--- src/rtl/hash_table.sv ---
// Shared types and widths for the hash-table lookup pipeline.
package hash_table;

  localparam int unsigned BUCKET_WIDTH   = 8;
  localparam int unsigned HEAD_PTR_WIDTH = 8;
  localparam int unsigned KEY_WIDTH      = 16;
  localparam int unsigned VALUE_WIDTH    = 16;

  typedef enum logic [1:0] {
    OP_INIT   = 2'd0,
    OP_SEARCH = 2'd1,
    OP_INSERT = 2'd2,
    OP_DELETE = 2'd3
  } ht_op_t;

  typedef struct packed {
    ht_op_t                  cmd;
    logic [KEY_WIDTH-1:0]    key;
    logic [VALUE_WIDTH-1:0]  value;
    logic [BUCKET_WIDTH-1:0] bucket;
  } ht_command_t;

  typedef struct packed {
    logic [HEAD_PTR_WIDTH-1:0] ptr;
    logic                      ptr_val;
  } head_ram_data_t;

  typedef struct packed {
    ht_op_t                    cmd;
    logic [KEY_WIDTH-1:0]      key;
    logic [VALUE_WIDTH-1:0]    value;
    logic [BUCKET_WIDTH-1:0]   bucket;
    logic [HEAD_PTR_WIDTH-1:0] head_ptr;
    logic                      head_ptr_val;
  } ht_pdata_t;

endpackage

--- src/rtl/ht_pdata_fifo.sv ---
// Output buffer for enriched tasks; output comes straight from storage registers.
// Pointers carry an extra wrap bit to tell full from empty.
module ht_pdata_fifo
  import hash_table::*;
#(
  parameter int unsigned DEPTH = 4
) (
  input  logic      clk_i,
  input  logic      rst_n_i,
  input  logic      wr_en_i,
  input  ht_pdata_t wr_data_i,
  input  logic      rd_en_i,
  output ht_pdata_t rd_data_o,
  output logic      rd_valid_o
);

  localparam int unsigned AW = $clog2(DEPTH);
  localparam int unsigned PW = AW + 1;

  logic [PW-1:0] wr_ptr_q, wr_ptr_d;
  logic [PW-1:0] rd_ptr_q, rd_ptr_d;
  logic          full_c;
  logic          empty_c;
  ht_pdata_t     mem_q [DEPTH];

  assign full_c     = (wr_ptr_q[AW] != rd_ptr_q[AW]) &&
                      (wr_ptr_q[AW-1:0] == rd_ptr_q[AW-1:0]);
  assign empty_c    = (wr_ptr_q == rd_ptr_q);
  assign rd_valid_o = !empty_c;
  assign rd_data_o  = mem_q[rd_ptr_q[AW-1:0]];

  always_comb begin
    wr_ptr_d = wr_ptr_q + PW'(wr_en_i);
    rd_ptr_d = rd_ptr_q + PW'(rd_en_i && !empty_c);
  end

  always_ff @(posedge clk_i or negedge rst_n_i) begin
    if (!rst_n_i) begin
      wr_ptr_q <= '0;
      rd_ptr_q <= '0;
    end else begin
      wr_ptr_q <= wr_ptr_d;
      rd_ptr_q <= rd_ptr_d;
    end
  end

  always_ff @(posedge clk_i) begin
    if (wr_en_i) mem_q[wr_ptr_q[AW-1:0]] <= wr_data_i;
  end

  // Credit flow control upstream makes overflow impossible.
  a_no_overflow: assert property (@(posedge clk_i) disable iff (!rst_n_i)
                                  !(wr_en_i && full_c))
    else $error("ht_pdata_fifo write while full");

endmodule

--- src/rtl/head_table_lookup.sv ---
// Head-pointer lookup stage: issues a head-RAM read per accepted task, carries the
// task alongside the read, and buffers the enriched result under credit flow control.
module head_table_lookup
  import hash_table::*;
#(
  parameter int unsigned RAM_LATENCY = 2,
  parameter int unsigned FIFO_DEPTH  = 4,
  parameter int unsigned A_WIDTH     = BUCKET_WIDTH
) (
  input  logic               clk_i,
  input  logic               rst_n_i,
  input  ht_command_t        task_i,
  input  logic               task_valid_i,
  output logic               task_ready_o,
  output logic [A_WIDTH-1:0] rd_addr_o,
  output logic               rd_en_o,
  input  head_ram_data_t     rd_data_i,
  output ht_pdata_t          pdata_o,
  output logic               pdata_valid_o,
  input  logic               pdata_ready_i,
  output logic               busy_o
);

  localparam int unsigned CW = $clog2(FIFO_DEPTH + 1);

  logic                   run_q;
  logic [CW-1:0]          credits_q, credits_d;
  logic [RAM_LATENCY-1:0] pipe_vld_q, pipe_vld_d;
  ht_command_t            pipe_cmd_q [RAM_LATENCY];
  logic                   accept_c;
  logic                   pop_c;
  logic                   fifo_wr_c;
  ht_pdata_t              fifo_wdata_c;

  // run_q holds intake off until the first edge after reset release.
  assign task_ready_o = run_q && (credits_q != '0);
  assign accept_c     = task_valid_i && task_ready_o;
  assign pop_c        = pdata_valid_o && pdata_ready_i;
  assign rd_en_o      = accept_c;
  assign rd_addr_o    = accept_c ? A_WIDTH'(task_i.bucket) : '0;
  assign busy_o       = (credits_q != CW'(FIFO_DEPTH));

  always_comb begin
    credits_d = credits_q;
    case ({accept_c, pop_c})
      2'b10:   credits_d = credits_q - CW'(1);
      2'b01:   credits_d = credits_q + CW'(1);
      default: credits_d = credits_q;
    endcase
    pipe_vld_d    = '0;
    pipe_vld_d[0] = accept_c;
    for (int unsigned i = 1; i < RAM_LATENCY; i++) pipe_vld_d[i] = pipe_vld_q[i-1];
  end

  always_ff @(posedge clk_i or negedge rst_n_i) begin
    if (!rst_n_i) begin
      run_q      <= 1'b0;
      credits_q  <= CW'(FIFO_DEPTH);
      pipe_vld_q <= '0;
    end else begin
      run_q      <= 1'b1;
      credits_q  <= credits_d;
      pipe_vld_q <= pipe_vld_d;
    end
  end

  // Task fields ride beside the read; only the valid bits need reset.
  always_ff @(posedge clk_i) begin
    pipe_cmd_q[0] <= task_i;
    for (int unsigned i = 1; i < RAM_LATENCY; i++) pipe_cmd_q[i] <= pipe_cmd_q[i-1];
  end

  always_comb begin
    fifo_wr_c                 = pipe_vld_q[RAM_LATENCY-1];
    fifo_wdata_c              = '0;
    fifo_wdata_c.cmd          = pipe_cmd_q[RAM_LATENCY-1].cmd;
    fifo_wdata_c.key          = pipe_cmd_q[RAM_LATENCY-1].key;
    fifo_wdata_c.value        = pipe_cmd_q[RAM_LATENCY-1].value;
    fifo_wdata_c.bucket       = pipe_cmd_q[RAM_LATENCY-1].bucket;
    fifo_wdata_c.head_ptr     = rd_data_i.ptr;
    fifo_wdata_c.head_ptr_val = rd_data_i.ptr_val;
  end

  ht_pdata_fifo #(
    .DEPTH (FIFO_DEPTH)
  ) u_fifo (
    .clk_i      (clk_i),
    .rst_n_i    (rst_n_i),
    .wr_en_i    (fifo_wr_c),
    .wr_data_i  (fifo_wdata_c),
    .rd_en_i    (pop_c),
    .rd_data_o  (pdata_o),
    .rd_valid_o (pdata_valid_o)
  );

endmodule
--- config.mk ---
export PLATFORM = sky130hd
export DESIGN_NAME = head_table_lookup
export DESIGN_NICKNAME = d
export VERILOG_FILES = /design/src/rtl/hash_table.sv /design/src/rtl/ht_pdata_fifo.sv /design/src/rtl/head_table_lookup.sv
export SDC_FILE = /design/constraint.sdc
export NUM_CORES = 1
export LEC_CHECK = 0
export ABC_AREA = 1
export CAP_MARGIN = 20
export CORE_MARGIN = 1.5
export CORE_UTILIZATION = 23
export CTS_BUF_LIST = sky130_fd_sc_hd__clkbuf_4
export DETAILED_ROUTE_END_ITERATION = 10
export DONT_BUFFER_PORTS = 1
export PLACE_DENSITY_LB_ADDON = 0.08
export SLEW_MARGIN = 10
export SYNTH_ARGS = -nofsm -noshare
export SYNTH_HDL_FRONTEND = slang
export SYNTH_SLANG_ARGS = --single-unit
--- constraint.sdc ---
create_clock -name clk_i -period 6.3 [get_ports clk_i]
set_clock_uncertainty 0.1 [all_clocks]
set_input_delay 1.26 -clock clk_i [delete_from_list [all_inputs] [get_ports clk_i]]
set_output_delay 1.26 -clock clk_i [all_outputs]
set_load 0.05 [all_outputs]
# After elaboration in Yosys (flattened, before gate mapping)
# Memory sizes are Yosys's and may differ from the RTL's.
# Index checks and enable logic that the tools add are counted.
# word_totals
reg_bits	12
latchBits	0
ram_bits	288
rom_bits	0
inputBits	55
out_inout_bits	63
wordCells	26
n_memories	2
# memory_table
memory	depth	width	read_ports	rd_clocked_by_memory_dff	wr	line	source
u_fifo.mem_q	4	51	1	0	1	ht_pdata_fifo.sv:24	ht_pdata_t mem_q [DEPTH];
pipe_cmd_q	2	42	2	0	2	head_table_lookup.sv:29	ht_command_t pipe_cmd_q [RAM_LATENCY];
# op_classes
add_sub_neg	4
n_mul	0
n_div	0
magnitude_cmp	0
eq_ne	4
shifts	0
mux	4
bitwise_logic	0
n_reduce_logical	7
# op_table
op	count
8-bit two-way mux	1
3-bit by 1-bit adder with 3-bit output	2
3-bit one-hot mux with 2 select lines	1
1-bit logical AND	4
3-bit by 1-bit adder with 3-bit output, second input constant	1
3-bit == test	1
3-bit != test, second input constant	1
3-bit nonzero test	1
3-bit by 1-bit subtractor with 3-bit output, second input constant	1
2-bit by 1-bit == test with 1-bit output, second input constant	1
2-bit == test, second input constant	1
1-bit two-way mux	2
2-bit nonzero test	1
1-bit zero test	1

# Depth between registers and ports, before layout
# logic_depth
ltp_word	5
depth_mapped	15
ltp_nobuf	14

# Cells and area by module
# From an unflattened synthesis, not the netlist that was laid out.
# hier_totals
hier_cells	655
area_unflattened_um2	9933.3
# modules_own_cells
mod	n_inst	cells_per_inst	area_per_inst_um2	seq_area_each_um2
ht_pdata_fifo	1	524	7886.3	6276.0
head_table_lookup	1	131	2047.0	1833.0

# Least setup slack after synthesis
# No wires, ideal clock.
# synth_timing
path_type	register -> register
startpoint	reg u_fifo.wr_ptr_q[0]
endpoint	mem u_fifo.mem_q[1][0] in the netlist's numbering (enable)
setup_time_ns	0.523
t_arrival_ns	3.974
t_required_ns	5.677
path_slack_ns	1.703
path_stages_with_launch	3
path_buffers	0
synth_period_minus_slack_ns	4.597
cell_sequence	dfrtp_1 inv_1 nor3_1
# synth_rtl
item	line	source
from (decl)	ht_pdata_fifo.sv:20	logic [PW-1:0] wr_ptr_q, wr_ptr_d;
from (signal assigned)	ht_pdata_fifo.sv:42	wr_ptr_q <= wr_ptr_d;
to (decl)	ht_pdata_fifo.sv:24	
# Straight into the memory's write port.

==> run summary <==
The run finished with clean final reports. TritonCTS built the clock tree. Across all hold checks on the routed design, the worst slack comes to 0.2144 ns. The count of nets left with antenna violations once routing finished came out at 0. For the final routed database, the setup TNS stands at 0 ns.

The tools report the initial antenna violation count as 3. Dividing total power by cell area gives a power density of 544.0 nW/µm². The floorplan die width is 210.5 µm, and the synthesis-to-layout area growth is 18.58%. After synthesis, flip-flops and latches occupy 81.86% of the total area. Counting every net in the synthesized netlist gives 713. Data on the critical path arrives at its endpoint at 3.46 ns.

Buffers added to address setup during post-CTS repair amount to 0. Post-CTS clock slew at the launch and capture registers of the worst setup and hold paths: 0.06 ns. Cells with a size suffix above 1 make up 21.73% of the layout. The number of endpoints with negative hold slack in the final report came out at 0.

The synthesized design spends more area on one cell type than any other, namely sky130_fd_sc_hd__edfxtp_1. Ranked by instance count, the synthesized netlist is headed by 204 x sky130_fd_sc_hd__edfxtp_1, 113 x sky130_fd_sc_hd__nor2_1, 84 x sky130_fd_sc_hd__dfxtp_1, 71 x sky130_fd_sc_hd__o21ai_0, 51 x sky130_fd_sc_hd__o22ai_1. The final worst setup slack was 1.480 ns. The number of sinks on the clock net is 300, and the max-slew headroom at the worst pin is 23.23%. The cell sitting at the root of the clock tree is a sky130_fd_sc_hd__clkbuf_4. The worst register-to-register path begins at u_fifo.rd_ptr_q[0].

In this run the most critical hold path is launched from pipe_cmd_q[0][1]. After synthesis, the largest area contributor takes up 61.84% of total cell area. Summed over all layers, the global routing overflow is 0. The first-pass GRT wire length was 35910 µm; the static power due to leakage was 4.149 nW. The H-tree was split into 3 levels.

The run gives 1186 as the instance count after placement with tap cells included. The final route contains 5521 vias. The run gives 118 as the top-level I/O count.

The number of cells on the worst hold path was 0. The run gives 11750 µm² as the final instance area. VDD sags by at most 0.0002078 V.

During synthesis, Yosys emitted a total of 0 warnings. Before CTS, the worst setup slack after placement is 2.110 ns. Of all nets on the critical path, the largest fanout is 52. The worst setup path is of the register to output pin kind. The kind of end point of the critical path was an output pin. The die boundary height was 210.5 µm. The most frequently used flop master after synthesis is sky130_fd_sc_hd__edfxtp_1.

The final routed wirelength across all metal layers was 24230 µm. Synthesis inferred 300 register bits. The most common cell in the synthesized netlist is sky130_fd_sc_hd__edfxtp_1. The cell count of the worst reg-to-reg path was 12. The initial utilization of the core area, before any placement, comes to 23.46%. The tools report the end point of the worst hold path as pipe_cmd_q[0][43]. The area of the mapped netlist was 9906 µm².

Dividing the detail-routed wire length by the instance count gives 17.92 µm. Floorplan core area: 42230 µm². For the buffer levels on the longest clock path, the log shows 3.

After synthesis, the share of flip-flops with an asynchronous set or reset is 4.000%. Port buffering added 0 buffers. The count of pins over their slew limit was 0. The worst-margin pin slew works out to 1.169 ns. The tools report the post-layout total power as 6.389 mW.

Clock tree synthesis inserted a total of 85 buffers. Entering global routing, the biggest net connects 55 pins. The floorplan has 75 rows. The tools report the post-DP HPWL as 12860 µm. Startpoint type of the worst setup path: a register.

By area the synthesized netlist is led by sky130_fd_sc_hd__edfxtp_1 62%, sky130_fd_sc_hd__dfxtp_1 17%, sky130_fd_sc_hd__nor2_1 4.3%. After synthesis, the netlist uses 27 different library cells. Setup repair after global routing left no endpoint under its margin.

The core utilization of the finished layout came out at 27.82%. After layout, the minimum clock period comes to 4.820 ns. The via count of the first global-routing pass was 5931; the global placement routability congestion was 0.6497. Across all register-to-register paths, the minimum setup slack is 3.10 ns. Path category of the worst min-delay check: register to register. After layout, the worst path uses 76.50% of the clock period. The number of DRC violations after detailed-routing iteration 0 is 173.

The worst register-to-register path ends at credits_q[1]. The die covers 44320 µm². Max-cap violations in this run came to 0. For the number of endpoints failing setup at the final stage, the log shows 0.

The logs give 1352 for the final cell count without fillers and 652 for the instance count of the mapped netlist. The run gives 4.94 ns as the data required time at the worst endpoint. Global routing used 11.17% of the available tracks across all layers. The source-to-sink clock delay at the later pin of the worst-skew pair is 0.73 ns.

After detailed routing, the number of remaining DRC violations is 0. At the end of the flow, the number of nets in the layout was 798. After detailed routing, the number of vias per cell comes to 4.084. Total iterations of the first detailed-routing run: 6. The post-synthesis area per instance works out to 15.19 µm². The count of flip-flops with a built-in enable after synthesis was 204. Based on the critical path, the design can be clocked at up to 207.5 MHz. Summing all placed instances gives a cell area of 10570 µm².
==> cell usage in the layout (no fill, tap or decap), types with 2 or more instances in the layout <==
master,synthesis,final
sky130_fd_sc_hd__nor2_1,113,113
sky130_fd_sc_hd__xor2_1,3,3
sky130_fd_sc_hd__bufinv_16,0,2
sky130_fd_sc_hd__o21ai_1,31,31
sky130_fd_sc_hd__clkinv_1,0,23
sky130_fd_sc_hd__dlygate4sd3_1,0,2
sky130_fd_sc_hd__clkbuf_4,0,127
sky130_fd_sc_hd__dfrtp_1,11,9
sky130_fd_sc_hd__ha_1,5,5
sky130_fd_sc_hd__o22ai_1,51,51
sky130_fd_sc_hd__inv_1,18,18
sky130_fd_sc_hd__dfxtp_1,84,84
sky130_fd_sc_hd__edfxtp_1,204,204
sky130_fd_sc_hd__inv_2,2,2
sky130_fd_sc_hd__buf_4,5,27
sky130_fd_sc_hd__clkinv_2,0,7
sky130_fd_sc_hd__nor3_2,0,4
sky130_fd_sc_hd__nand2_1,15,15
sky130_fd_sc_hd__o21ai_0,71,71
sky130_fd_sc_hd__diode_2,0,3
==> cells by family (layout without fill, tap and decap cells) <==
kind of cell             count (synthesis)  count (layout)  synth area share (%)
AO/OA/AOI/OAI                          154             154                 8.488
adder cells (fa/ha/maj)                  6               6                0.8337
other                                    1               4               0.03786
XOR/XNOR                                 4               4                0.3537
AND/OR/NAND/NOR                        135             135                 5.229
flip-flops                             300             300                 81.86
buffers and inverters                   52             210                 3.196
==> registers in the layout (all words and copies together), names as in the netlist <==
register and cells:
credits_q 3, u_fifo.rd_ptr_q 3, u_fifo.wr_ptr_q 3, pipe_vld_q 2, pipe_cmd_q 84, run_q 1, u_fifo.mem_q 204
==> cell type report <==
cell class	instances	area, µm²
Antenna cell	3	7.507
Clock buffer	127	953.4
Clock inverter	33	185.2
Fill cell	4307	30480
Inverter	20	77.57
Multi-Input combinational cell	300	1500
Sequential cell	300	8114
Tap cell	539	674.4
Timing Repair Buffer	30	234.0
==> critical path, stage by stage, from the launching register on <==
cell and delay (ns):
sky130_fd_sc_hd__dfrtp_4 0.71, sky130_fd_sc_hd__inv_4 0.53, sky130_fd_sc_hd__buf_4 0.46, sky130_fd_sc_hd__o21ai_0 0.13, sky130_fd_sc_hd__o22ai_1 0.86
==> timing repair <==
action,4_1_cts,5_1_grt
hold buffers,1,1
resized for setup,0,0
endpoints found under the hold margin,4,7
==> how the worst max path moves through the flow <==
stage	startpoint	end	slack, ns	cells past startpoint
global placement	u_fifo.rd_ptr_q[0]	pdata_o[43]	2.16	4
detailed placement	u_fifo.rd_ptr_q[0]	pdata_o[44]	2.11	4
CTS	u_fifo.rd_ptr_q[0]	pdata_o[44]	1.24	4
global route	u_fifo.rd_ptr_q[0]	pdata_o[44]	1.08	4
finish	u_fifo.rd_ptr_q[0]	pdata_o[44]	1.48	4
floorplan	u_fifo.wr_ptr_q[0]	u_fifo.mem_q[1][0]	1.70	2
==> routing by layer <==
| metal | wire, µm | vias to the layer above | global-route usage [%] |
|---|---|---|---|
| met5 | 13 | - | 0 |
| met4 | 695 | 2 | 5.468 |
| met3 | 1503 | 59 | 4.574 |
| met2 | 11750 | 152 | 17.98 |
| met1 | 10270 | 2705 | 12.84 |
| li1 | - | 2603 | - |
==> report_power, final <==
| group | switching (mW) | leakage, nW | internal [mW] |
|---|---|---|---|
| sequential | 0.126 | 2.70 | 2.32 |
| combinational | 1.73 | 0.770 | 0.383 |
| clock | 0.822 | 0.680 | 1.01 |
Note: power is estimated with default switching activity, not from simulation.
